[src/rtl/count_ones_accumulator_if.sv]
// count_ones_accumulator_if
//   Stream bundle for the frame popcount accumulator.
//   Input side : in_valid / in_ready / in_data / in_last  (valid/ready beat stream)
//   Output side: out_valid / out_ready / out_count / out_beats / out_saturated
//   master modport: the producer of input beats and consumer of frame results.
//   slave modport : the accumulator itself.
interface count_ones_accumulator_if #(
  parameter int WIDTH       = 8,
  parameter int COUNT_WIDTH = 16
);
  logic                   in_valid;
  logic                   in_ready;
  logic [WIDTH-1:0]       in_data;
  logic                   in_last;
  logic                   out_valid;
  logic                   out_ready;
  logic [COUNT_WIDTH-1:0] out_count;
  logic [COUNT_WIDTH-1:0] out_beats;
  logic                   out_saturated;

  modport master (
    output in_valid, in_data, in_last, out_ready,
    input  in_ready, out_valid, out_count, out_beats, out_saturated
  );

  modport slave (
    input  in_valid, in_data, in_last, out_ready,
    output in_ready, out_valid, out_count, out_beats, out_saturated
  );
endinterface

[src/rtl/count_ones_accumulator.sv]
// count_ones_accumulator
//   Sums the set bits of every word in a valid/ready frame (frames end on
//   in_last) and presents one saturating total per frame.
//   Ports:
//     clock - rising-edge clock
//     reset - synchronous active-high reset; discards any partial frame and
//             any pending result
//     bus   - count_ones_accumulator_if.slave (input beat stream and frame
//             result stream, see the interface file)
//   Also holds count_ones, the combinational per-word population count.

// count_ones
//   data  - input word
//   count - number of set bits in data
module count_ones #(
  parameter int WIDTH   = 8,
  parameter int COUNT_W = $clog2(WIDTH + 1)
) (
  input  logic [WIDTH-1:0]   data,
  output logic [COUNT_W-1:0] count
);
  // Ripple sum of the individual bits.
  always_comb begin
    count = {COUNT_W{1'b0}};
    for (int i = 0; i < WIDTH; i++) begin
      count = count + COUNT_W'(data[i]);
    end
  end
endmodule

module count_ones_accumulator #(
  parameter int WIDTH       = 8,
  parameter int COUNT_WIDTH = 16
) (
  input  logic                     clock,
  input  logic                     reset,
  count_ones_accumulator_if.slave  bus
);
  localparam int WEIGHT_W = $clog2(WIDTH + 1);
  localparam logic [COUNT_WIDTH-1:0] COUNT_MAX = {COUNT_WIDTH{1'b1}};

  typedef enum logic [0:0] {
    ST_ACCUMULATE = 1'b0,
    ST_HOLD       = 1'b1
  } state_t;

  state_t                 state_r;
  state_t                 state_n_s;

  logic [WEIGHT_W-1:0]    weight_s;
  logic [COUNT_WIDTH:0]   weight_ext_s;
  logic [COUNT_WIDTH:0]   count_sum_s;
  logic [COUNT_WIDTH:0]   beats_sum_s;
  logic [COUNT_WIDTH-1:0] count_next_s;
  logic [COUNT_WIDTH-1:0] beats_next_s;
  logic                   sat_next_s;

  logic                   in_ready_s;
  logic                   accept_s;
  logic                   frame_end_s;

  logic [COUNT_WIDTH-1:0] acc_count_r;
  logic [COUNT_WIDTH-1:0] acc_beats_r;
  logic                   acc_sat_r;

  logic [COUNT_WIDTH-1:0] out_count_r;
  logic [COUNT_WIDTH-1:0] out_beats_r;
  logic                   out_sat_r;
  logic                   out_valid_r;

  count_ones #(
    .WIDTH   (WIDTH),
    .COUNT_W (WEIGHT_W)
  ) u_count_ones (
    .data  (bus.in_data),
    .count (weight_s)
  );

  // Saturating next values of the accumulators, including the current beat.
  // Sums are formed one bit wider so the carry-out flags saturation.
  always_comb begin
    weight_ext_s                 = {(COUNT_WIDTH + 1){1'b0}};
    weight_ext_s[WEIGHT_W-1:0]   = weight_s;
    count_sum_s                  = {1'b0, acc_count_r} + weight_ext_s;
    beats_sum_s                  = {1'b0, acc_beats_r} + {{COUNT_WIDTH{1'b0}}, 1'b1};
    if (count_sum_s[COUNT_WIDTH]) begin
      count_next_s = COUNT_MAX;
    end else begin
      count_next_s = count_sum_s[COUNT_WIDTH-1:0];
    end
    if (beats_sum_s[COUNT_WIDTH]) begin
      beats_next_s = COUNT_MAX;
    end else begin
      beats_next_s = beats_sum_s[COUNT_WIDTH-1:0];
    end
    sat_next_s = acc_sat_r | count_sum_s[COUNT_WIDTH] | beats_sum_s[COUNT_WIDTH];
  end

  // Handshake: ready depends only on the held result and out_ready, never on in_valid.
  always_comb begin
    in_ready_s  = (~out_valid_r) | bus.out_ready;
    accept_s    = bus.in_valid & in_ready_s;
    frame_end_s = accept_s & bus.in_last;
  end

  // Next-state logic: a last beat always (re)enters HOLD; HOLD drains when the
  // consumer takes the result and no new frame ends in the same cycle.
  always_comb begin
    state_n_s = state_r;
    case (state_r)
      ST_ACCUMULATE: begin
        if (frame_end_s) begin
          state_n_s = ST_HOLD;
        end else begin
          state_n_s = ST_ACCUMULATE;
        end
      end
      ST_HOLD: begin
        if (frame_end_s) begin
          state_n_s = ST_HOLD;
        end else if (bus.out_ready) begin
          state_n_s = ST_ACCUMULATE;
        end else begin
          state_n_s = ST_HOLD;
        end
      end
      default: begin
        state_n_s = ST_ACCUMULATE;
      end
    endcase
  end

  // FSM state register.
  always_ff @(posedge clock) begin
    if (reset) begin
      state_r <= ST_ACCUMULATE;
    end else begin
      state_r <= state_n_s;
    end
  end

  // Frame accumulators: add non-last beats, clear once the frame total is handed off.
  always_ff @(posedge clock) begin
    if (reset) begin
      acc_count_r <= {COUNT_WIDTH{1'b0}};
      acc_beats_r <= {COUNT_WIDTH{1'b0}};
      acc_sat_r   <= 1'b0;
    end else if (accept_s) begin
      if (bus.in_last) begin
        acc_count_r <= {COUNT_WIDTH{1'b0}};
        acc_beats_r <= {COUNT_WIDTH{1'b0}};
        acc_sat_r   <= 1'b0;
      end else begin
        acc_count_r <= count_next_s;
        acc_beats_r <= beats_next_s;
        acc_sat_r   <= sat_next_s;
      end
    end else begin
      acc_count_r <= acc_count_r;
      acc_beats_r <= acc_beats_r;
      acc_sat_r   <= acc_sat_r;
    end
  end

  // Result registers: capture the completed frame, valid mirrors the HOLD state.
  always_ff @(posedge clock) begin
    if (reset) begin
      out_count_r <= {COUNT_WIDTH{1'b0}};
      out_beats_r <= {COUNT_WIDTH{1'b0}};
      out_sat_r   <= 1'b0;
      out_valid_r <= 1'b0;
    end else begin
      out_valid_r <= (state_n_s == ST_HOLD);
      if (frame_end_s) begin
        out_count_r <= count_next_s;
        out_beats_r <= beats_next_s;
        out_sat_r   <= sat_next_s;
      end else begin
        out_count_r <= out_count_r;
        out_beats_r <= out_beats_r;
        out_sat_r   <= out_sat_r;
      end
    end
  end

  assign bus.in_ready      = in_ready_s;
  assign bus.out_valid     = out_valid_r;
  assign bus.out_count     = out_count_r;
  assign bus.out_beats     = out_beats_r;
  assign bus.out_saturated = out_sat_r;
endmodule

[src/flat_wrapper.sv]
// flat-port wrapper written by rule: the top's interface ports become plain ports
module count_ones_accumulator_flat 
#(
  parameter int WIDTH       = 8,
  parameter int COUNT_WIDTH = 16
)
  (clock, reset, bus_in_valid, bus_in_data, bus_in_last, bus_out_ready, bus_in_ready, bus_out_valid, bus_out_count, bus_out_beats, bus_out_saturated);
  count_ones_accumulator_if #(.WIDTH(WIDTH), .COUNT_WIDTH(COUNT_WIDTH)) bus_i ();
  input  logic clock;
  input  logic reset;
  input wire logic [$bits(bus_i.in_valid)-1:0] bus_in_valid;
  input wire logic [$bits(bus_i.in_data)-1:0] bus_in_data;
  input wire logic [$bits(bus_i.in_last)-1:0] bus_in_last;
  input wire logic [$bits(bus_i.out_ready)-1:0] bus_out_ready;
  output wire logic [$bits(bus_i.in_ready)-1:0] bus_in_ready;
  output wire logic [$bits(bus_i.out_valid)-1:0] bus_out_valid;
  output wire logic [$bits(bus_i.out_count)-1:0] bus_out_count;
  output wire logic [$bits(bus_i.out_beats)-1:0] bus_out_beats;
  output wire logic [$bits(bus_i.out_saturated)-1:0] bus_out_saturated;
  assign bus_i.in_valid = bus_in_valid;
  assign bus_i.in_data = bus_in_data;
  assign bus_i.in_last = bus_in_last;
  assign bus_i.out_ready = bus_out_ready;
  assign bus_in_ready = bus_i.in_ready;
  assign bus_out_valid = bus_i.out_valid;
  assign bus_out_count = bus_i.out_count;
  assign bus_out_beats = bus_i.out_beats;
  assign bus_out_saturated = bus_i.out_saturated;
  count_ones_accumulator #(.WIDTH(WIDTH), .COUNT_WIDTH(COUNT_WIDTH)) u_core (.clock(clock), .reset(reset), .bus(bus_i));
endmodule
[config.mk]
export PLATFORM = sky130hd
export DESIGN_NAME = count_ones_accumulator_flat
export DESIGN_NICKNAME = d
export VERILOG_FILES = /design/src/rtl/count_ones_accumulator_if.sv /design/src/rtl/count_ones_accumulator.sv /design/src/flat_wrapper.sv
export SDC_FILE = /design/constraint.sdc
export NUM_CORES = 1
export LEC_CHECK = 0
export CAP_MARGIN = 30
export CORE_MARGIN = 3
export CORE_UTILIZATION = 33
export CTS_CLUSTER_DIAMETER = 200
export CTS_CLUSTER_SIZE = 25
export DETAILED_ROUTE_END_ITERATION = 12
export HOLD_SLACK_MARGIN = 0.12
export SYNTH_ARGS = -nofsm -noshare
export SYNTH_HDL_FRONTEND = slang
export SYNTH_SLANG_ARGS = --single-unit
[constraint.sdc]
create_clock -name clock -period 4.2 [get_ports clock]
set_clock_uncertainty 0.05 [all_clocks]
set_input_delay 0.42 -clock clock [delete_from_list [all_inputs] [get_ports clock]]
set_output_delay 0.42 -clock clock [all_outputs]
set_load 0.05 [all_outputs]
==> results of run 1 <==
## cell families (layout without fill, tap and decap cells)
kind of cell | Yosys count | after routing | share of synthesized area
AO/OA/AOI/OAI | 115 | 115 | 0.241
XOR/XNOR | 13 | 13 | 0.0325
adder cells (fa/ha/maj) | 12 | 12 | 0.0536
buffers and inverters | 37 | 84 | 0.0515
flip-flops | 67 | 67 | 0.383
multiplexers | 2 | 2 | 0.00572
AND/OR/NAND/NOR | 151 | 151 | 0.232
## power groups by stage
| stage | sequential (mW) | clock (mW) | combinational, mW |
|---|---|---|---|
| 6_report | 0.671 | 0.632 | 0.291 |
| 5_1_grt | 0.674 | 0.672 | 0.320 |
| 4_1_cts | 0.671 | 0.649 | 0.294 |
| 3_5_place_dp | 0.686 | 0 | 0.293 |
| 3_3_place_gp | 0.685 | 0 | 0.291 |
| 2_1_floorplan | 0.743 | 0 | 0.142 |
## registers in the layout (all words and copies together), names as in the netlist
register	count
u_core.acc_beats_r	16
u_core.bus.out_beats	16
u_core.bus.out_saturated	1
u_core.acc_count_r	16
u_core.acc_sat_r	1
u_core.bus.out_count	16
u_core.state_r	1
## layer usage
| metal | GRT usage | wire (µm) | vias to the layer above |
|---|---|---|---|
| met3 | 0.0314 | 361 | 7 |
| met4 | 0.0568 | 95 | 0 |
| li1 | - | - | 1537 |
| met5 | 0 | 0 | - |
| met2 | 0.266 | 4430 | 64 |
| met1 | 0.206 | 4130 | 1442 |
## tightest hold or removal path, cell delays in order, from the launching register on
cell and delay, ns:
dfxtp_1 0.32, nand2_1 0.05, nand2_1 0.05
## cells in the mapped netlist (3+ instances only)
| library cell | count |
|---|---|
| nand3_1 | 5 |
| and2_1 | 4 |
| ha_1 | 7 |
| a22o_1 | 5 |
| a21o_1 | 11 |
| buf_4 | 3 |
| nand2_1 | 31 |
| o31ai_1 | 7 |
| nor3_1 | 15 |
| a41oi_1 | 3 |
| buf_2 | 9 |
| a311oi_2 | 8 |
| a31oi_1 | 8 |
| xnor2_1 | 8 |
| nand2b_1 | 3 |
| xor2_1 | 5 |
| and4_1 | 5 |
| a211oi_1 | 12 |
| fa_1 | 5 |
| a311oi_1 | 5 |
| nor2_1 | 48 |
| clkbuf_1 | 10 |
| a21oi_1 | 21 |
| dfxtp_1 | 67 |
| and3_1 | 10 |
| o21ai_0 | 22 |
| inv_1 | 13 |
| nand4_1 | 5 |
## worst paths after layout
| kind | from | endpoint | slack [ns] | depth (start not counted) |
|---|---|---|---|---|
| hold / removal | u_core.acc_sat_r | u_core.acc_sat_r | 0.41 | 2 |
| hold reg to reg | u_core.acc_sat_r | u_core.acc_sat_r | 0.41 | 2 |
| setup / recovery | bus_in_data[0] | u_core.acc_count_r[5] | 0.36 | 13 |
| setup reg to reg | u_core.acc_count_r[0] | u_core.acc_count_r[5] | 1.05 | 11 |
## layout make-up
type,instances,area [µm²],area share
Clock buffer,11,151,0.0352
Timing Repair Buffer,55,534,0.124
Inverter,13,48.8,0.0113
Multi-Input combinational cell,293,1980,0.459
Tap cell,133,166,0.0387
Sequential cell,67,1340,0.312
Clock inverter,5,85.1,0.0198
## per-stage QoR
step | util | instance area, µm² | std cells
after floorplan | - | 3500 | 397
after global placement | 0.404 | 4060 | 560
after detailed placement | 0.405 | 4070 | 561
after CTS | 0.429 | 4310 | 577
after global routing | 0.429 | 4310 | 577
final | 0.429 | 4310 | 577
==> reports/results.ini, run 1 <==
[clock_network]
post-cts-setup-buffers = 0
cts_resized = 0
htreeDepth = 3
cts_root_buf = clkbuf_8
clock_latency_ns = 0.35
clk_pin_slew_ns = 0.07
cts_tree = built
cts_inserted_buffers = 9
postCtsHoldBufs = 0
ctsLongestPathBuffers = 2
cts.sinks = 67

[synth]
ys_types = 60
synth_edf_count = 0
postSynthAreaPerCell_um2 = 8.81
ys_top_cells_by_area = dfxtp_1 (38%), nor2_1 (5.2%), a311oi_2 (3.4%)
async_flop_share = 0
synthCells = 397
synth_warnings = 0
ys.flop_type = dfxtp_1
synth_seq_cells = 67
syn_nets = 422
synthesis.area_um2 = 3500
synth.top_cell.area_share = 0.383
ys_seq_area_frac = 0.383
synth_top_area_cell = dfxtp_1

[sta]
finalWorstSetupSlack_ns = 0.360
period_share = 0.914
hold_viol = 0
fin_tns_setup_ns = 0
whs_ns = 0.409
setup_violations = 0
fin_crit_ns = 3.84
rsz0062_at_grt = false
fmax_mhz = 260
slew_viol_final = 0
worst_pin_slew_ns = 1.02
slew-limit-headroom = 0.320

[layout]
layout_commonest_cell = dfxtp_1
layout-drive-gt1-share = 0.122
nets = 464
area_delta_synth_final_pct = 23.1
antenna-diode-count = 0
final.fill_count = 1002
layout_common_cells = dfxtp_1 (67), nor2_1 (48), clkdlybuf4s50_1 (47)

[global_route]
grt_pass1_wl_mm = 14.8
grt_overflow = 0
first_global_vias = 2983
grt_usage = 0.160
grt_max_degree = 36
antenna_found_initial = 0

[setup_path]
cp-start-kind = primary input
cp_slowest_cell = fa_1
worstSetupEndpointType = flip-flop
crit_chain = clkdlybuf4s50_1, fa_1, inv_1, fa_1, fa_1, fa_1, inv_1, fa_1, a21o_1, a21o_1, nand2_2, a21o_1, a221oi_2
path_buf_inv = 3
crit_arrival_ns = 4.05
critPathTopFamily = adder cells
path_class = primary input to flip-flop
crit_path_max_incr_delay_ns = 0.54
critical_path.most_common_cell = fa_1
worst-path-max-fanout = 8
required_ns = 4.41

[floorplan]
rows = 36
initial_utilization = 0.348
dieArea_um2 = 11900
die_w_um = 109
fp.dieH_um = 109
core_um2 = 10000
io_pins = 48

[drt]
drt-initial-drc-count = 166
routedWlPerCell_um = 15.6
drc = 0
viasPerCell = 5.29
routed_wl_mm = 9.02
ant_nets = 0
route.vias.total = 3050
first_pass_iters = 5

[placed_design]
post-place-ws_ns = 0.00778
io_buffer_count = 47
place_congestion = 0.874
dp_hpwl_mm = 6.39

[power_and_ir_drop]
clockPowerShare = 0.397
powerDensity_nw_per_um2 = 370
ir_worst_vdd_uv = 194
intPower_mw = 1.14
p_total_mw = 1.59
comb_power_share = 0.183
seqPwrFrac = 0.421
p_leak_nw = 1.56
switching_power_uw = 458
netSwitchingFraction = 0.288

[job]
maxCapViolCount = 0

[outcome]
run_status = completed

[hold_path]
worstHoldPathType = flip-flop to flip-flop

No activity file was read; power rests on OpenSTA's default activity.
==> run 2, diff against run 1 <==
Settings changed: ABC_AREA from default to 1.
==> reports/results.ini, run 2 <==
[clock_network]
post-cts-setup-buffers = 0  ; unchanged
cts_tree = built
cts_root_buf = clkbuf_8
ctsLongestPathBuffers = 2  ; unchanged
cts.sinks = 67  ; unchanged
clk_pin_slew_ns = 0.07  ; about the same
postCtsHoldBufs = 0  ; unchanged
cts_inserted_buffers = 9  ; unchanged
htreeDepth = 3  ; unchanged
clock_latency_ns = 0.36  ; about the same
cts_resized = 0  ; unchanged

[sta]
whs_ns = 0.419  ; +0.00946 ns
finalWorstSetupSlack_ns = 0.338  ; -0.0218 ns
period_share = 0.919  ; +0.00519
slew_viol_final = 0  ; unchanged
worst_pin_slew_ns = 0.931  ; -0.0860 ns
fin_crit_ns = 3.86  ; +0.0218 ns
slew-limit-headroom = 0.379  ; +0.0592
rsz0062_at_grt = false
setup_violations = 0  ; unchanged
hold_viol = 0  ; unchanged
fin_tns_setup_ns = 0  ; unchanged
fmax_mhz = 259  ; -0.56%

[layout]
final.fill_count = 1117  ; +11%
design_area_um2 = 4360  ; +1.2%
nets = 589  ; +27%
layout-drive-gt1-share = 0.0826  ; -0.0390
layout_common_cells = nand2_1 (133), dfxtp_1 (67), inv_1 (57)
layout_commonest_cell = nand2_1
multiInputGateArea_um2 = 1900  ; -4.0%
seq_area_um2 = 1340  ; unchanged
antenna-diode-count = 0  ; unchanged
final_cells = 705  ; +22%
area_delta_synth_final_pct = 22.4
utilization = 0.418  ; -0.0101

[drt]
viasPerCell = 4.75  ; -10%
drt-initial-drc-count = 176  ; +6.0%
route.vias.total = 3347  ; +9.7%
drc = 0  ; unchanged
routed_wl_mm = 8.98  ; -0.35%
routedWlPerCell_um = 12.7  ; -18%
ant_nets = 0  ; unchanged
first_pass_iters = 7  ; +2

[setup_path]
worst-path-max-fanout = 3  ; -5
crit_chain = clkdlybuf4s50_1, fa_1, inv_1, fa_1, fa_1, fa_1, inv_1, fa_1, nand2_1, nand2_1, o21ai_1, nor2_1, nand2_1, buf_4, o21ai_0, nand2_1, a21oi_1
required_ns = 4.43  ; +0.02 ns
crit_arrival_ns = 4.09  ; +0.04 ns
critical_path.most_common_cell = fa_1
cp-start-kind = primary input
worstSetupEndpointType = flip-flop
cp_slowest_cell = fa_1
crit_path_max_incr_delay_ns = 0.54  ; about the same
path_class = primary input to flip-flop

[global_route]
grt_pass1_wl_mm = 15.3  ; +3.0%
grt_usage = 0.160  ; about the same
antenna_found_initial = 0  ; unchanged
grt_max_degree = 35  ; -2.8%
first_global_vias = 3249  ; +8.9%
grt_overflow = 0  ; unchanged

[synth]
ys.flop_type = dfxtp_1
synth_top_area_cell = dfxtp_1
async_flop_share = 0  ; unchanged
synth_commonest_cells = nand2_1 (133), dfxtp_1 (67), inv_1 (57)
syn_nets = 541  ; +28%
ys_seq_area_frac = 0.377  ; -0.00674
synth.top_cell.area_share = 0.377  ; -0.00674
synth_warnings = 0  ; unchanged
synth_seq_cells = 67  ; unchanged
ys_types = 28  ; -53%
postSynthAreaPerCell_um2 = 6.90  ; -22%
synthCells = 516  ; +30%
yosysMostFrequentCell = nand2_1
synth_edf_count = 0  ; unchanged
synthesis.area_um2 = 3560  ; +1.8%
ys_top_cells_by_area = dfxtp_1 (38%), nand2_1 (14%), o21ai_0 (6.2%)

[placed_design]
place_inst = 689  ; +23%
place_congestion = 0.858  ; -1.9%
post-place-ws_ns = -0.0268  ; -0.0346 ns
place_area_um2 = 4190  ; +3.0%
dp_hpwl_mm = 6.20  ; -3.0%
io_buffer_count = 47  ; unchanged

[floorplan]
die_w_um = 110  ; +0.84%
io_pins = 48  ; unchanged
dieArea_um2 = 12100  ; +1.7%
fp.dieH_um = 110  ; +0.84%
core_um2 = 10400  ; +3.7%
initial_utilization = 0.342  ; -0.00642
rows = 37  ; +2.8%

[power_and_ir_drop]
powerDensity_nw_per_um2 = 337  ; -8.9%
ir_worst_vdd_uv = 144  ; -26%
p_total_mw = 1.47  ; -7.8%
p_leak_nw = 1.85  ; +18%

[outcome]
run_status = completed

[job]
maxCapViolCount = 0  ; unchanged

[hold_path]
worstHoldPathType = flip-flop to flip-flop

[run 2: changes by cell type after synthesis, moves of 17 or more]
cell	change
nand2_1	+102
inv_1	+44
nand3_1	+27
o21ai_0	+22
a21oi_1	+19
o21bai_1	+17
[run 2: final timing paths]
kind,start,end,slack (ns),cells past startpoint
worst min-delay path,u_core.acc_count_r[0],u_core.acc_count_r[0],0.42,2
worst max-delay path,bus_in_data[0],u_core.acc_count_r[2],0.34,17
worst max register to register,u_core.acc_count_r[0],u_core.acc_count_r[2],1.03,15
worst min register to register,u_core.acc_count_r[0],u_core.acc_count_r[0],0.42,2
[run 2: cell type report]
class | count | area share
Multi-Input combinational cell | 368 | 0.435
Clock inverter | 6 | 0.00976
Inverter | 60 | 0.0520
Timing Repair Buffer | 58 | 0.127
Sequential cell | 67 | 0.308
Clock buffer | 10 | 0.0293
Tap cell | 136 | 0.0390
[run 2: critical path, delay by kind of cell]
kind,cells,cell delay [ns]
buf+inv,4,0.73
fa+ha+maj,5,2.01
simple gates,5,0.58
compound gates,3,0.35
[run 2: routing by layer]
layer / wire [µm] / part of all wire / global-route usage
met4: 96 / 0.011 / 0.0525
met2: 3900 / 0.43 / 0.246
met1: 4500 / 0.50 / 0.219
met3: 491 / 0.055 / 0.0393
met5: 0 / 0 / 0
[run 2: cells by family (layout without fill, tap and decap cells)]
family                   after synthesis  count (layout)  synth area share
AO/OA/AOI/OAI                        103             103             0.158
XOR/XNOR                               8               8            0.0197
adder cells (fa/ha/maj)               12              12            0.0527
buffers and inverters                 81             134            0.0910
flip-flops                            67              67             0.377
AND/OR/NAND/NOR                      245             245             0.302
[run 2: where the power goes]
| group | internal (mW) | leakage (nW) | switching [mW] | total [mW] |
|---|---|---|---|---|
| clock network | 0.214 | 0.0822 | 0.268 | 0.482 |
| logic | 0.114 | 1.22 | 0.199 | 0.312 |
| registers | 0.662 | 0.546 | 0.0142 | 0.676 |
| total | 0.989 | 1.85 | 0.481 | 1.47 |
